[src/rtl/procyon_types.sv]
// rtl/procyon_types.sv - shared integer-pipeline types and constants
package procyon_types;

    typedef enum logic [3:0] {
        ALU_FUNC_ADD  = 4'd0,
        ALU_FUNC_SUB  = 4'd1,
        ALU_FUNC_AND  = 4'd2,
        ALU_FUNC_OR   = 4'd3,
        ALU_FUNC_XOR  = 4'd4,
        ALU_FUNC_SLL  = 4'd5,
        ALU_FUNC_SRL  = 4'd6,
        ALU_FUNC_SRA  = 4'd7,
        ALU_FUNC_EQ   = 4'd8,
        ALU_FUNC_NE   = 4'd9,
        ALU_FUNC_LT   = 4'd10,
        ALU_FUNC_GE   = 4'd11,
        ALU_FUNC_LTU  = 4'd12,
        ALU_FUNC_GEU  = 4'd13
    } procyon_alu_func_t;

    typedef logic [4:0] procyon_shamt_t;

    localparam int IEU_LINK_OFFSET = 4;

endpackage

[src/rtl/ieu_alu.sv]
// rtl/ieu_alu.sv - combinational integer ALU with separate compare flag
module ieu_alu
    import procyon_types::*;
#(
    parameter int DATA_WIDTH = 32
) (
    input  procyon_alu_func_t       i_alu_func,
    input  logic [DATA_WIDTH-1:0]   i_a,
    input  logic [DATA_WIDTH-1:0]   i_b,
    input  procyon_shamt_t          i_shamt,
    output logic [DATA_WIDTH-1:0]   o_result,
    output logic                    o_cmp
);

    always_comb begin
        o_cmp = 1'b0;
        unique case (i_alu_func)
            ALU_FUNC_EQ:  o_cmp = (i_a == i_b);
            ALU_FUNC_NE:  o_cmp = (i_a != i_b);
            ALU_FUNC_LT:  o_cmp = ($signed(i_a) <  $signed(i_b));
            ALU_FUNC_GE:  o_cmp = ($signed(i_a) >= $signed(i_b));
            ALU_FUNC_LTU: o_cmp = (i_a <  i_b);
            ALU_FUNC_GEU: o_cmp = (i_a >= i_b);
            default:      o_cmp = 1'b0;
        endcase
    end

    always_comb begin
        o_result = '0;
        unique case (i_alu_func)
            ALU_FUNC_ADD: o_result = i_a + i_b;
            ALU_FUNC_SUB: o_result = i_a - i_b;
            ALU_FUNC_AND: o_result = i_a & i_b;
            ALU_FUNC_OR:  o_result = i_a | i_b;
            ALU_FUNC_XOR: o_result = i_a ^ i_b;
            ALU_FUNC_SLL: o_result = i_a << i_shamt;
            ALU_FUNC_SRL: o_result = i_a >> i_shamt;
            ALU_FUNC_SRA: o_result = $unsigned($signed(i_a) >>> i_shamt);
            default:      o_result = {{(DATA_WIDTH-1){1'b0}}, o_cmp};
        endcase
    end

endmodule

[src/rtl/ieu_ex.sv]
// rtl/ieu_ex.sv - integer execute stage with one-entry CDB output register
module ieu_ex
    import procyon_types::*;
#(
    parameter int DATA_WIDTH = 32,
    parameter int ADDR_WIDTH = 32,
    parameter int TAG_WIDTH  = 6
) (
    input  logic                    clk,
    input  logic                    i_rst,
    input  logic                    i_flush,
    input  logic                    i_valid,
    input  procyon_alu_func_t       i_alu_func,
    input  logic [DATA_WIDTH-1:0]   i_src_a,
    input  logic [DATA_WIDTH-1:0]   i_src_b,
    input  logic [ADDR_WIDTH-1:0]   i_iaddr,
    input  logic [DATA_WIDTH-1:0]   i_imm_b,
    input  procyon_shamt_t          i_shamt,
    input  logic [TAG_WIDTH-1:0]    i_tag,
    input  logic                    i_jmp,
    input  logic                    i_br,
    output logic                    o_ready,
    input  logic                    i_cdb_gnt,
    output logic                    o_cdb_req,
    output logic [DATA_WIDTH-1:0]   o_data,
    output logic [TAG_WIDTH-1:0]    o_tag,
    output logic                    o_redirect,
    output logic [ADDR_WIDTH-1:0]   o_addr
);

    typedef enum logic {
        ST_EMPTY = 1'b0,
        ST_FULL  = 1'b1
    } state_t;

    state_t                  state_q, state_d;
    logic [DATA_WIDTH-1:0]   data_q, data_d;
    logic [TAG_WIDTH-1:0]    tag_q;
    logic                    redirect_q, redirect_d;
    logic [ADDR_WIDTH-1:0]   addr_q, addr_d;

    logic [DATA_WIDTH-1:0]   alu_result;
    logic                    alu_cmp;
    logic [ADDR_WIDTH-1:0]   link_addr;
    logic [ADDR_WIDTH-1:0]   jmp_addr;
    logic [ADDR_WIDTH-1:0]   br_addr;
    logic [DATA_WIDTH-1:0]   jmp_sum;
    logic                    accept;

    ieu_alu #(.DATA_WIDTH(DATA_WIDTH)) u_alu (
        .i_alu_func (i_alu_func),
        .i_a        (i_src_a),
        .i_b        (i_src_b),
        .i_shamt    (i_shamt),
        .o_result   (alu_result),
        .o_cmp      (alu_cmp)
    );

    assign o_ready   = (state_q == ST_EMPTY) || i_cdb_gnt;
    assign accept    = i_valid && o_ready && !i_flush;

    // Jump target drops bit 0 so JALR lands on a halfword boundary.
    assign jmp_sum   = i_src_a + i_src_b;
    assign link_addr = i_iaddr + ADDR_WIDTH'(IEU_LINK_OFFSET);
    assign jmp_addr  = ADDR_WIDTH'(jmp_sum) & ~ADDR_WIDTH'(1);
    assign br_addr   = i_iaddr + ADDR_WIDTH'(i_imm_b);

    always_comb begin
        data_d     = alu_result;
        redirect_d = 1'b0;
        addr_d     = link_addr;
        if (i_jmp) begin
            data_d     = DATA_WIDTH'(link_addr);
            redirect_d = 1'b1;
            addr_d     = jmp_addr;
        end else if (i_br) begin
            data_d     = '0;
            redirect_d = alu_cmp;
            addr_d     = br_addr;
        end
    end

    always_comb begin
        state_d = state_q;
        if (i_flush) begin
            state_d = ST_EMPTY;
        end else if (accept) begin
            state_d = ST_FULL;
        end else if ((state_q == ST_FULL) && i_cdb_gnt) begin
            state_d = ST_EMPTY;
        end
    end

    always_ff @(posedge clk) begin
        if (i_rst) begin
            state_q    <= ST_EMPTY;
            data_q     <= '0;
            tag_q      <= '0;
            redirect_q <= 1'b0;
            addr_q     <= '0;
        end else begin
            state_q <= state_d;
            if (accept) begin
                data_q     <= data_d;
                tag_q      <= i_tag;
                redirect_q <= redirect_d;
                addr_q     <= addr_d;
            end
        end
    end

    assign o_cdb_req  = (state_q == ST_FULL);
    assign o_data     = data_q;
    assign o_tag      = tag_q;
    assign o_redirect = redirect_q;
    assign o_addr     = addr_q;

endmodule

[config.mk]
export PLATFORM = sky130hd
export DESIGN_NAME = ieu_ex
export DESIGN_NICKNAME = d
export VERILOG_FILES = /design/src/rtl/procyon_types.sv /design/src/rtl/ieu_alu.sv /design/src/rtl/ieu_ex.sv
export SDC_FILE = /design/constraint.sdc
export NUM_CORES = 1
export LEC_CHECK = 0
export CORE_UTILIZATION = 50
export CTS_CLUSTER_SIZE = 16
export DETAILED_ROUTE_END_ITERATION = 7
export GPL_TIMING_DRIVEN = 1
export PLACE_DENSITY = 0.83
export SETUP_SLACK_MARGIN = 0.3
export SYNTH_ARGS = -nofsm -noshare
export SYNTH_HDL_FRONTEND = slang
export SYNTH_SLANG_ARGS = --single-unit
[constraint.sdc]
create_clock -name clk -period 4 [get_ports clk]
set_input_delay 0.8 -clock clk [delete_from_list [all_inputs] [get_ports clk]]
set_output_delay 0.8 -clock clk [all_outputs]
set_load 0.005 [all_outputs]
==> results.json <==
{
  "grt_max_degree": 52,
  "synth_most_common_cell": "nor2_1",
  "antenna_left": 0,
  "drv_slew": 0,
  "pin_count": 223,
  "tightest_slew_ns": 0.9090,
  "rsz0062_at_grt": "yes",
  "dpl-instance-area_um2": 18670,
  "maxCapViolations": 0,
  "nNetsFinal": 2691,
  "grt_antenna_before_repair": 0,
  "diodes": 0,
  "portBuffers": 222,
  "synth_ff_type": "dfxtp_1",
  "cp_data_required_time_ns": 4.23,
  "relSlewSlack_pct": 39.40,
  "synthTopCellsByCount": "nor2_1 (237), a21oi_1 (195), nand2_1 (164), o21ai_0 (146), ha_1 (128)",
  "cts_buffers": 9,
  "via_count": 18512,
  "syn-num-nets": 2285,
  "setup_slack_ns": 0.3471,
  "synthArstFlopShare_pct": 0,
  "final.fill_count": 2332,
  "synth_cells": 2004,
  "fmax_mhz": 273.8,
  "hold_path_class": "reg -> reg",
  "max-clock-path-buffers": 2,
  "power.density_nw_per_um2": 222.0,
  "synthToLayoutAreaGrowth_pct": 39.92,
  "ys_warn_count": 0,
  "via_per_inst": 6.628,
  "clock-sinks": 72,
  "clk_latency_ns": 0.35,
  "leakagePower_nw": 8.435,
  "die_w_um": 169.9,
  "crit_path_end_kind": "flop",
  "holdWs_ns": 0.4587,
  "core_area_um2": 27780,
  "clkTransAtPathRegs_ns": 0.06,
  "worstPathArrival_ns": 3.88,
  "hold_start": "o_addr[11]",
  "post-route-period-util_pct": 91.32,
  "fp-row-count": 61,
  "ys_seq_elements": 72,
  "hold_path_depth": 2,
  "cts-hold-fix-buffers": 0,
  "dp_hpwl_um": 54540,
  "synthDistinctLibCells": 82,
  "r2r-start": "o_cdb_req",
  "outcome": "complete, no violations",
  "cp-start-kind": "input pin",
  "syn_area_um2": 14100,
  "dieArea_um2": 28880,
  "drtIter0Drc": 2744,
  "power_mw": 4.379,
  "fin_cells": 2793,
  "synth_top_area_share_pct": 11.36,
  "multi_input_area_um2": 12240,
  "place.gp.congestion": 1.097,
  "register_area_um2": 1441,
  "max-vdd-ir-drop_mv": 0.1630,
  "fin_skew_ns": 0.007665,
  "routed_wl_um": 69020,
  "fp.dieH_um": 169.9,
  "r2r_end": "o_data[8]",
  "hold_violations": 0,
  "cts_max_level": 3,
  "drc": 0,
  "post_drt_wl_per_cell_um": 24.71,
  "dr.pass1.iters": 7,
  "synth_seq_area_share_pct": 10.22,
  "crit_fanout": 3,
  "start_util_pct": 50.76,
  "hold_end": "o_addr[11]",
  "grt_pass1_vias": 17280,
  "finalInstanceArea_um2": 19730,
  "dpl_worst_slack_ns": -0.4002,
  "dp_cells": 2770,
  "reg2reg_depth": 9,
  "setup_viol": 0,
  "grt_overflow": 0,
  "r2r_slack_ns": 1.44,
  "path_class": "in -> reg",
  "cts_tree": "yes",
  "synth_top_area_cell": "ha_1",
  "drive_gt1_share_pct": 21.61,
  "postSynthAreaPerCell_um2": 7.036,
  "netlist_top_cells_area": "ha_1 (11%), dfxtp_1 (10%), a21oi_1 (6.9%), nor2_1 (6.3%), mux4_2 (6.2%)",
  "grtUsageTotal_pct": 45.83,
  "grt_first_pass_wirelength_um": 101200,
  "root_buffer": "clkbuf_16",
  "synth_edf_count": 0,
  "period_needed_ns": 3.653
}
## sequential cells by signal, summed over array words and instances (netlist names)
register    flops
o_redirect      1
o_data         32
o_addr         32
o_cdb_req       1
o_tag           6
## cell usage in the layout, fill, tap and decap left out, types with 22 or more instances in the layout
cell type,count
a211oi_1,55
a21o_1,29
a21oi_1,186
a221oi_1,22
a22oi_1,31
buf_4,304
clkdlybuf4s50_1,189
dfxtp_1,72
dlymetal6s2s_1,22
ha_1,111
inv_1,106
mux2i_1,61
mux4_2,39
nand2_1,164
nand3_1,38
nor2_1,232
nor3_1,42
o211ai_1,26
o21ai_0,139
o21bai_1,22
xnor2_1,64
xor2_1,31
## repair_timing
item | 4_1_cts | 5_1_grt
cloned | 0 | 0
endpoints found under the setup margin | 28 | 33
pin swaps | 13 | 33
gates resized for setup | 38 | 115
setup buffers | 1 | 6
## power by group
group	switching, mW	internal, mW
Clock	0.343	0.628
Combinational	1.47	1.16
Sequential	0.0284	0.756
Total	1.84	2.54
## metal layers
metal	GRT usage [%]	vias to the layer above	share of wire [%]
met3	6.930	256	12
met2	72.27	1436	44
li1	-	8175	-
met5	0	-	0
met1	60.24	8645	39
met4	24.01	0	5.7
## cells by family after synthesis
group,after synthesis,share of synthesized area (%)
buffers and inverters,264,7.311
AO/OA/AOI/OAI,707,32.99
AND/OR/NAND/NOR,619,19.97
XOR/XNOR,96,5.963
multiplexers,115,11.76
flip-flops,72,10.22
adder cells (fa/ha/maj),131,11.78
## area by class of cell
class | instances | area share [%]
clock buffers | 10 | 1.211
flip-flops and latches | 72 | 7.305
repair buffers | 539 | 24.17
clock inverters | 6 | 0.5771
well taps | 378 | 2.397
inverters | 120 | 2.283
multi-input cells | 1668 | 62.06
## per-stage QoR
stage,setup TNS (ns),util [%]
6_report,0,71.02
5_1_grt,0,71.02
4_1_cts,0,69.08
3_5_place_dp,-5.249,67.20
3_3_place_gp,-2.950,67.20
2_1_floorplan,0,-
## worst max path at each step
stage | startpoint | to | slack, ns
6_report | i_imm_b[1] | o_addr[29] | 0.35
5_1_grt | i_imm_b[1] | o_addr[29] | 0.25
4_1_cts | i_src_a[9] | o_data[24] | 0.28
3_5_place_dp | i_src_a[0] | o_data[28] | -0.40
3_3_place_gp | i_src_a[0] | o_data[28] | -0.39
2_1_floorplan | i_src_a[0] | o_data[28] | 0.61
## worst max-delay path, stage by stage
cell	delay [ns]
clkdlybuf4s50_1	0.51
ha_1	0.25
a21o_1	0.21
a21oi_4	0.16
nor4_1	0.06
or2_2	0.35
o41ai_4	0.49
a21oi_2	0.15
a311oi_2	0.30
buf_4	0.18
o21a_1	0.14
mux2i_1	0.18
o21ai_0	0.08
(Power assumes the default switching activity.)
